<file path="src/rtl/mem_access.sv">
// Memory-access pipeline stage: passes ALU results through and runs
// request/ready load/store transactions with lane steering, extension and timeout.
module mem_access #(
  parameter int unsigned TIMEOUT = 255,
  parameter int unsigned CNT_W   = 8
) (
  input  logic        clk,
  input  logic        resetn,
  input  logic [3:0]  mem_op_i,
  input  logic [31:0] mem_addr_i,
  input  logic [31:0] mem_sdata_i,
  input  logic [31:0] wdata_i,
  input  logic [4:0]  wd_i,
  input  logic        wreg_i,
  output logic [31:0] wdata_o,
  output logic [4:0]  wd_o,
  output logic        wreg_o,
  output logic        stall_o,
  output logic        addr_err_o,
  output logic        bus_err_o,
  output logic        d_req_o,
  output logic        d_we_o,
  output logic [31:0] d_addr_o,
  output logic [3:0]  d_be_o,
  output logic [31:0] d_wdata_o,
  input  logic        d_ready_i,
  input  logic [31:0] d_rdata_i
);

  localparam int unsigned DATA_W = 32;

  typedef enum logic [1:0] {
    ST_IDLE = 2'd0,
    ST_REQ  = 2'd1,
    ST_DONE = 2'd2
  } state_e;

  state_e              state_q, state_d;
  logic [CNT_W-1:0]    cnt_q, cnt_d;
  logic                err_q, err_d;
  logic [DATA_W-1:0]   rdata_q, rdata_d;
  logic                d_req_q, d_req_d;
  logic                d_we_q, d_we_d;
  logic [DATA_W-1:0]   d_addr_q, d_addr_d;
  logic [3:0]          d_be_q, d_be_d;
  logic [DATA_W-1:0]   d_wdata_q, d_wdata_d;

  logic                is_load, is_store, is_mem;
  logic                size_b, size_h, sext;
  logic                misal;
  logic [3:0]          be;
  logic [DATA_W-1:0]   bus_wdata;
  logic [7:0]          ld_byte;
  logic [15:0]         ld_half;
  logic [DATA_W-1:0]   ld_data;

  // Operation decode; unknown encodings behave as NONE
  always_comb begin
    is_load  = 1'b0;
    is_store = 1'b0;
    size_b   = 1'b0;
    size_h   = 1'b0;
    sext     = 1'b0;
    case (mem_op_i)
      4'd1: begin is_load = 1'b1;  size_b = 1'b1; sext = 1'b1; end
      4'd2: begin is_load = 1'b1;  size_b = 1'b1; end
      4'd3: begin is_load = 1'b1;  size_h = 1'b1; sext = 1'b1; end
      4'd4: begin is_load = 1'b1;  size_h = 1'b1; end
      4'd5: begin is_load = 1'b1; end
      4'd6: begin is_store = 1'b1; size_b = 1'b1; end
      4'd7: begin is_store = 1'b1; size_h = 1'b1; end
      4'd8: begin is_store = 1'b1; end
      default: ;
    endcase
  end

  assign is_mem = is_load | is_store;
  assign misal  = (size_h & mem_addr_i[0]) |
                  (is_mem & ~size_b & ~size_h & (|mem_addr_i[1:0]));

  // Byte enables and lane-replicated store data
  always_comb begin
    if (size_b) begin
      be        = 4'b0001 << mem_addr_i[1:0];
      bus_wdata = {4{mem_sdata_i[7:0]}};
    end else if (size_h) begin
      be        = 4'b0011 << mem_addr_i[1:0];
      bus_wdata = {2{mem_sdata_i[15:0]}};
    end else begin
      be        = 4'b1111;
      bus_wdata = mem_sdata_i;
    end
  end

  // Lane extraction and sign/zero extension of the captured read word
  always_comb begin
    case (mem_addr_i[1:0])
      2'd0:    ld_byte = rdata_q[7:0];
      2'd1:    ld_byte = rdata_q[15:8];
      2'd2:    ld_byte = rdata_q[23:16];
      default: ld_byte = rdata_q[31:24];
    endcase
    ld_half = mem_addr_i[1] ? rdata_q[31:16] : rdata_q[15:0];
    if (size_b) begin
      ld_data = {{24{sext & ld_byte[7]}}, ld_byte};
    end else if (size_h) begin
      ld_data = {{16{sext & ld_half[15]}}, ld_half};
    end else begin
      ld_data = rdata_q;
    end
  end

  // Next-state and stage outputs
  always_comb begin
    state_d    = state_q;
    cnt_d      = cnt_q;
    err_d      = err_q;
    rdata_d    = rdata_q;
    d_req_d    = d_req_q;
    d_we_d     = d_we_q;
    d_addr_d   = d_addr_q;
    d_be_d     = d_be_q;
    d_wdata_d  = d_wdata_q;
    wdata_o    = wdata_i;
    wd_o       = wd_i;
    wreg_o     = wreg_i;
    stall_o    = 1'b0;
    addr_err_o = 1'b0;
    bus_err_o  = 1'b0;

    case (state_q)
      ST_IDLE: begin
        if (is_mem) begin
          wreg_o = 1'b0;
          if (misal) begin
            addr_err_o = 1'b1;
          end else begin
            stall_o   = 1'b1;
            d_req_d   = 1'b1;
            d_we_d    = is_store;
            d_addr_d  = {mem_addr_i[31:2], 2'b00};
            d_be_d    = be;
            d_wdata_d = bus_wdata;
            cnt_d     = '0;
            err_d     = 1'b0;
            state_d   = ST_REQ;
          end
        end
      end
      ST_REQ: begin
        stall_o = 1'b1;
        wreg_o  = 1'b0;
        if (d_ready_i) begin
          rdata_d = d_rdata_i;
          d_req_d = 1'b0;
          state_d = ST_DONE;
        end else if (cnt_q == CNT_W'(TIMEOUT - 1)) begin
          d_req_d = 1'b0;
          err_d   = 1'b1;
          state_d = ST_DONE;
        end else begin
          cnt_d = cnt_q + CNT_W'(1);
        end
      end
      ST_DONE: begin
        state_d = ST_IDLE;
        err_d   = 1'b0;
        if (err_q) begin
          wdata_o   = '0;
          wreg_o    = 1'b0;
          bus_err_o = 1'b1;
        end else if (is_load) begin
          wdata_o = ld_data;
        end else begin
          wreg_o = 1'b0;
        end
      end
      default: state_d = ST_IDLE;
    endcase
  end

  always_ff @(posedge clk or negedge resetn) begin
    if (!resetn) begin
      state_q   <= ST_IDLE;
      cnt_q     <= '0;
      err_q     <= 1'b0;
      rdata_q   <= '0;
      d_req_q   <= 1'b0;
      d_we_q    <= 1'b0;
      d_addr_q  <= '0;
      d_be_q    <= '0;
      d_wdata_q <= '0;
    end else begin
      state_q   <= state_d;
      cnt_q     <= cnt_d;
      err_q     <= err_d;
      rdata_q   <= rdata_d;
      d_req_q   <= d_req_d;
      d_we_q    <= d_we_d;
      d_addr_q  <= d_addr_d;
      d_be_q    <= d_be_d;
      d_wdata_q <= d_wdata_d;
    end
  end

  assign d_req_o   = d_req_q;
  assign d_we_o    = d_we_q;
  assign d_addr_o  = d_addr_q;
  assign d_be_o    = d_be_q;
  assign d_wdata_o = d_wdata_q;

endmodule

</file>
<file path="config.mk">
export PLATFORM = sky130hd
export DESIGN_NAME = mem_access
export DESIGN_NICKNAME = d
export VERILOG_FILES = /design/src/rtl/mem_access.sv
export SDC_FILE = /design/constraint.sdc
export NUM_CORES = 1
export LEC_CHECK = 0
export BUFFER_PORTS_ARGS = -buffer_cell sky130_fd_sc_hd__buf_4
export CORE_ASPECT_RATIO = 1.5
export CORE_UTILIZATION = 50
export CTS_CLUSTER_DIAMETER = 30
export DETAILED_ROUTE_END_ITERATION = 10
export MAX_ROUTING_LAYER = met4
export PLACE_DENSITY = 0.82
export SETUP_SLACK_MARGIN = 0.15
export SYNTH_ARGS = -nofsm -noshare
export SYNTH_HDL_FRONTEND = slang
export SYNTH_SLANG_ARGS = --single-unit
</file>
<file path="constraint.sdc">
create_clock -name clk -period 3.4 [get_ports clk]
set_input_delay 0.17 -clock clk [delete_from_list [all_inputs] [get_ports clk]]
set_output_delay 0.17 -clock clk [all_outputs]
set_load 0.1 [all_outputs]
</file>
==> results.yml <==
global_route:
  grt_antenna_before_repair: 0
  number_of_global_route_vias_before_repair: 5935
  grt.total_usage_pct: 29.9
  global_route_wire_length_before_repair_um: 29500
  grt_max_degree: 75
  grt_overflow: 0
sta:
  max_slew.worst_pin.slew_ps: 960
  whs_ps: -36.4
  period_share_pct: 88.2
  timing.max_slew.rel_slack_pct: 36.0
  final.min_clock_period_ps: 3000
  setup_tns_ps: 0
  report.final.hold_viol_count: 39
  timing.fmax_mhz: 333
  drv_slew: 0
  setup_ws_post_layout_ps: 401
  setup-violations-final: 0
  rsz0062_at_grt: "no"
  final.setup_skew_ps: 11.3
route:
  drt_iter0_markers: 377
  length_of_routed_met3_wiring_um: 1170
  num_vias: 5756
  first_drt_pass_iteration_count: 5
  drt-total-wl_um: 18600
  met1Wirelength_um: 6840
  drc: 0
  uppermost_metal_layer_occupied_by_signal_nets: "met4"
  route.antenna.remaining_nets: 0
  post_drt_wl_per_cell_um: 18.8
  met2RoutedLength_um: 9610
  via_per_inst: 5.81
clock_tree:
  clock_latency_ps: 350
  clk_pin_slew_worst_paths_ps: 80
  h-tree-depth: 3
  post_cts_buffers: 0
  clock_sink_count: 111
  cts_tree: "built"
  cts_hold_buf: 0
  cts_root_buf: "clkbuf_16"
  cts_made_buffers: 9
  cts_resized: 0
  clock_tree.buffer_depth: 2
yosys:
  netlist_area_mm2: 0.00626
  post_synth_inst_count: 620
  post_synthesis_area_per_instance_um2: 10.1
  synth_edf_count: 0
  synth.yosys.warnings: 0
  synth_seq_area_share_pct: 44.4
  postSynth.asyncResetShare_pct: 100
  synthDistinctLibCells: 58
  postSynth.topFlopCell: "dfrtp_1"
  synth.ff_latch_count: 111
setup_path:
  worst_ep_required_time_ps: 3230
  rrSetupSlack_ps: 1200
  r2r_worst_path_depth: 8
  rr_startpoint: "state_q[0]$_DFFE_PN0P_"
  rr_endpoint: "d_addr_o[21]$_DFFE_PN0P_"
  crit_slowest_cell: "nor4b_1"
  max_stage_delay_ps: 520
  timing.critical_path.arrival_ps: 2830
  critical_path.cell_chain: "nor4b_1 > nor3b_1 > nand2_1 > o31ai_1 > buf_4"
  critical_path.endpoint_type: "output pin"
  critical_path.n_buffers_inverters: 1
  worstPathMaxFanout: 8
  criticalPathCategory: "reg -> out"
  cpLargestDelayFamily: "simple AND/OR/NAND/NOR gates"
  crit_cells: 5
  critPathLaunchType: "flop"
floorplanning:
  die-height_um: 139
  fp.coreArea_mm2: 0.0121
  design.die.area_mm2: 0.0130
  die_width_um: 93.4
  start_util_pct: 51.8
  boundaryPins: 252
  num_rows: 49
cells_and_area:
  antenna-diode-count: 0
  layout-drive-gt1-share_pct: 45.3
  layout_commonest_cell: "buf_4"
  filler_cell_count: 939
  design.final.nets: 981
  sequential_cell_area_mm2: 0.00278
  area_of_the_multi_input_gates_mm2: 0.00314
  final_cell_mix: "buf_4 (251), dfrtp_1 (111), mux2_2 (96), nand2_1 (77), nor2_1 (44)"
  areaGrowthSynthToFinish_pct: 33.5
placement:
  dpl.hpwl_um: 13800
  io_buffers: 239
  pre_cts_slack_ps: 615
  gpl.final_weighted_congestion: 0.895
status:
  failing_checks: "negative hold slack"
  run_status: "finished, violations left"
hold_path:
  hold_path.class: "in -> async"
run:
  maximum_capacitance_violations: 0
==> cell type report <==
cell class,instances,area share [%]
flip-flops and latches,111,33.2
well taps,153,2.29
clock inverters,6,0.569
multi-input cells,441,37.5
repair buffers,252,22.8
inverters,19,0.854
clock buffers,9,2.70
==> synth_stat cells (all sizes together) (2+ instances only) <==
| cell | number | area share, % |
|---|---|---|
| dfrtp | 111 | 44 |
| mux2 | 97 | 17 |
| nand2 | 77 | 4.6 |
| o21ai | 51 | 4.1 |
| nor2 | 45 | 2.7 |
| buf | 31 | 3.4 |
| nor3 | 21 | 2.4 |
| mux2i | 20 | 3.2 |
| clkbuf | 19 | 1.1 |
| inv | 17 | 1.0 |
| a21oi | 16 | 1.5 |
| o22ai | 10 | 1.0 |
| o31ai | 10 | 1.2 |
| a22oi | 9 | 1.1 |
| o221ai | 8 | 1.1 |
| a222oi | 7 | 1.1 |
| and2 | 6 | 0.60 |
| ha | 6 | 1.2 |
| nand2b | 6 | 0.60 |
| a31oi | 5 | 0.50 |
| or2 | 5 | 0.50 |
| nand4 | 4 | 0.40 |
| nor2b | 4 | 0.40 |
| nand3 | 3 | 0.24 |
| o21a | 3 | 0.36 |
| a211oi | 2 | 0.24 |
| a21boi | 2 | 0.24 |
| clkinv | 2 | 0.12 |
| nor3b | 2 | 0.24 |
| o22a | 2 | 0.28 |
| o41ai | 2 | 0.58 |
==> metrics by stage <==
stage	utilization [%]	hold slack (ps)	cell area [um^2]	cells
global route	69.2	43.3	8350	991
detailed placement	66.9	341	8080	976
floorplan	-	-126	6260	621
CTS	69.2	13.3	8350	991
global placement	66.9	341	8080	976
finish	69.2	-36.4	8350	991
==> state kept, by name (all words and copies together), names as in the netlist <==
register / count
d_wdata_o: 32
rdata_q: 32
d_addr_o: 30
cnt_q: 8
d_be_o: 4
state_q: 2
d_req_o: 1
d_we_o: 1
err_q: 1
==> worst register-to-register path: cells and delay by family, from the launching register on <==
family	cells	cell delay, ps
buffers and inverters	3	760
DFF	1	390
muxes	1	370
and+or+nand+nor	2	290
AOI/OAI and AO/OA	2	290
==> kinds of logic (layout without fill, tap and decap cells) <==
kind of cell / Yosys count / in the layout / share of synthesized area [%]
mux: 117 / 117 / 20.6
flops: 111 / 111 / 44.4
fa+ha+maj: 6 / 6 / 1.20
simple gates: 180 / 180 / 13.6
xor+xnor: 1 / 1 / 0.140
compound gates: 135 / 135 / 14.3
other cells: 1 / 2 / 0.0599
buf+inv: 69 / 286 / 5.64
==> metal layers <==
| metal | vias up | GRT usage, % |
|---|---|---|
| li1 | 2643 | - |
| met1 | 2733 | 33.4 |
| met5 | - | - |
| met4 | 0 | 15.8 |
| met3 | 66 | 4.17 |
| met2 | 314 | 50.9 |
==> worst max-delay path by stage <==
stage / startpoint / to / slack, ps
2_1_floorplan: state_q[0]$_DFFE_PN0P_ / wdata_o[10] / -350
3_3_place_gp: mem_addr_i[1] / wdata_o[31] / 790
3_5_place_dp: mem_addr_i[1] / wdata_o[19] / 620
4_1_cts: err_q$_DFFE_PN0P_ / wdata_o[12] / 380
5_1_grt: err_q$_DFFE_PN0P_ / wdata_o[15] / 300
6_report: err_q$_DFFE_PN0P_ / wdata_o[12] / 400
Power is not shown: default switching activity piles up to over one toggle a cycle in this logic, so the estimate is an artifact.
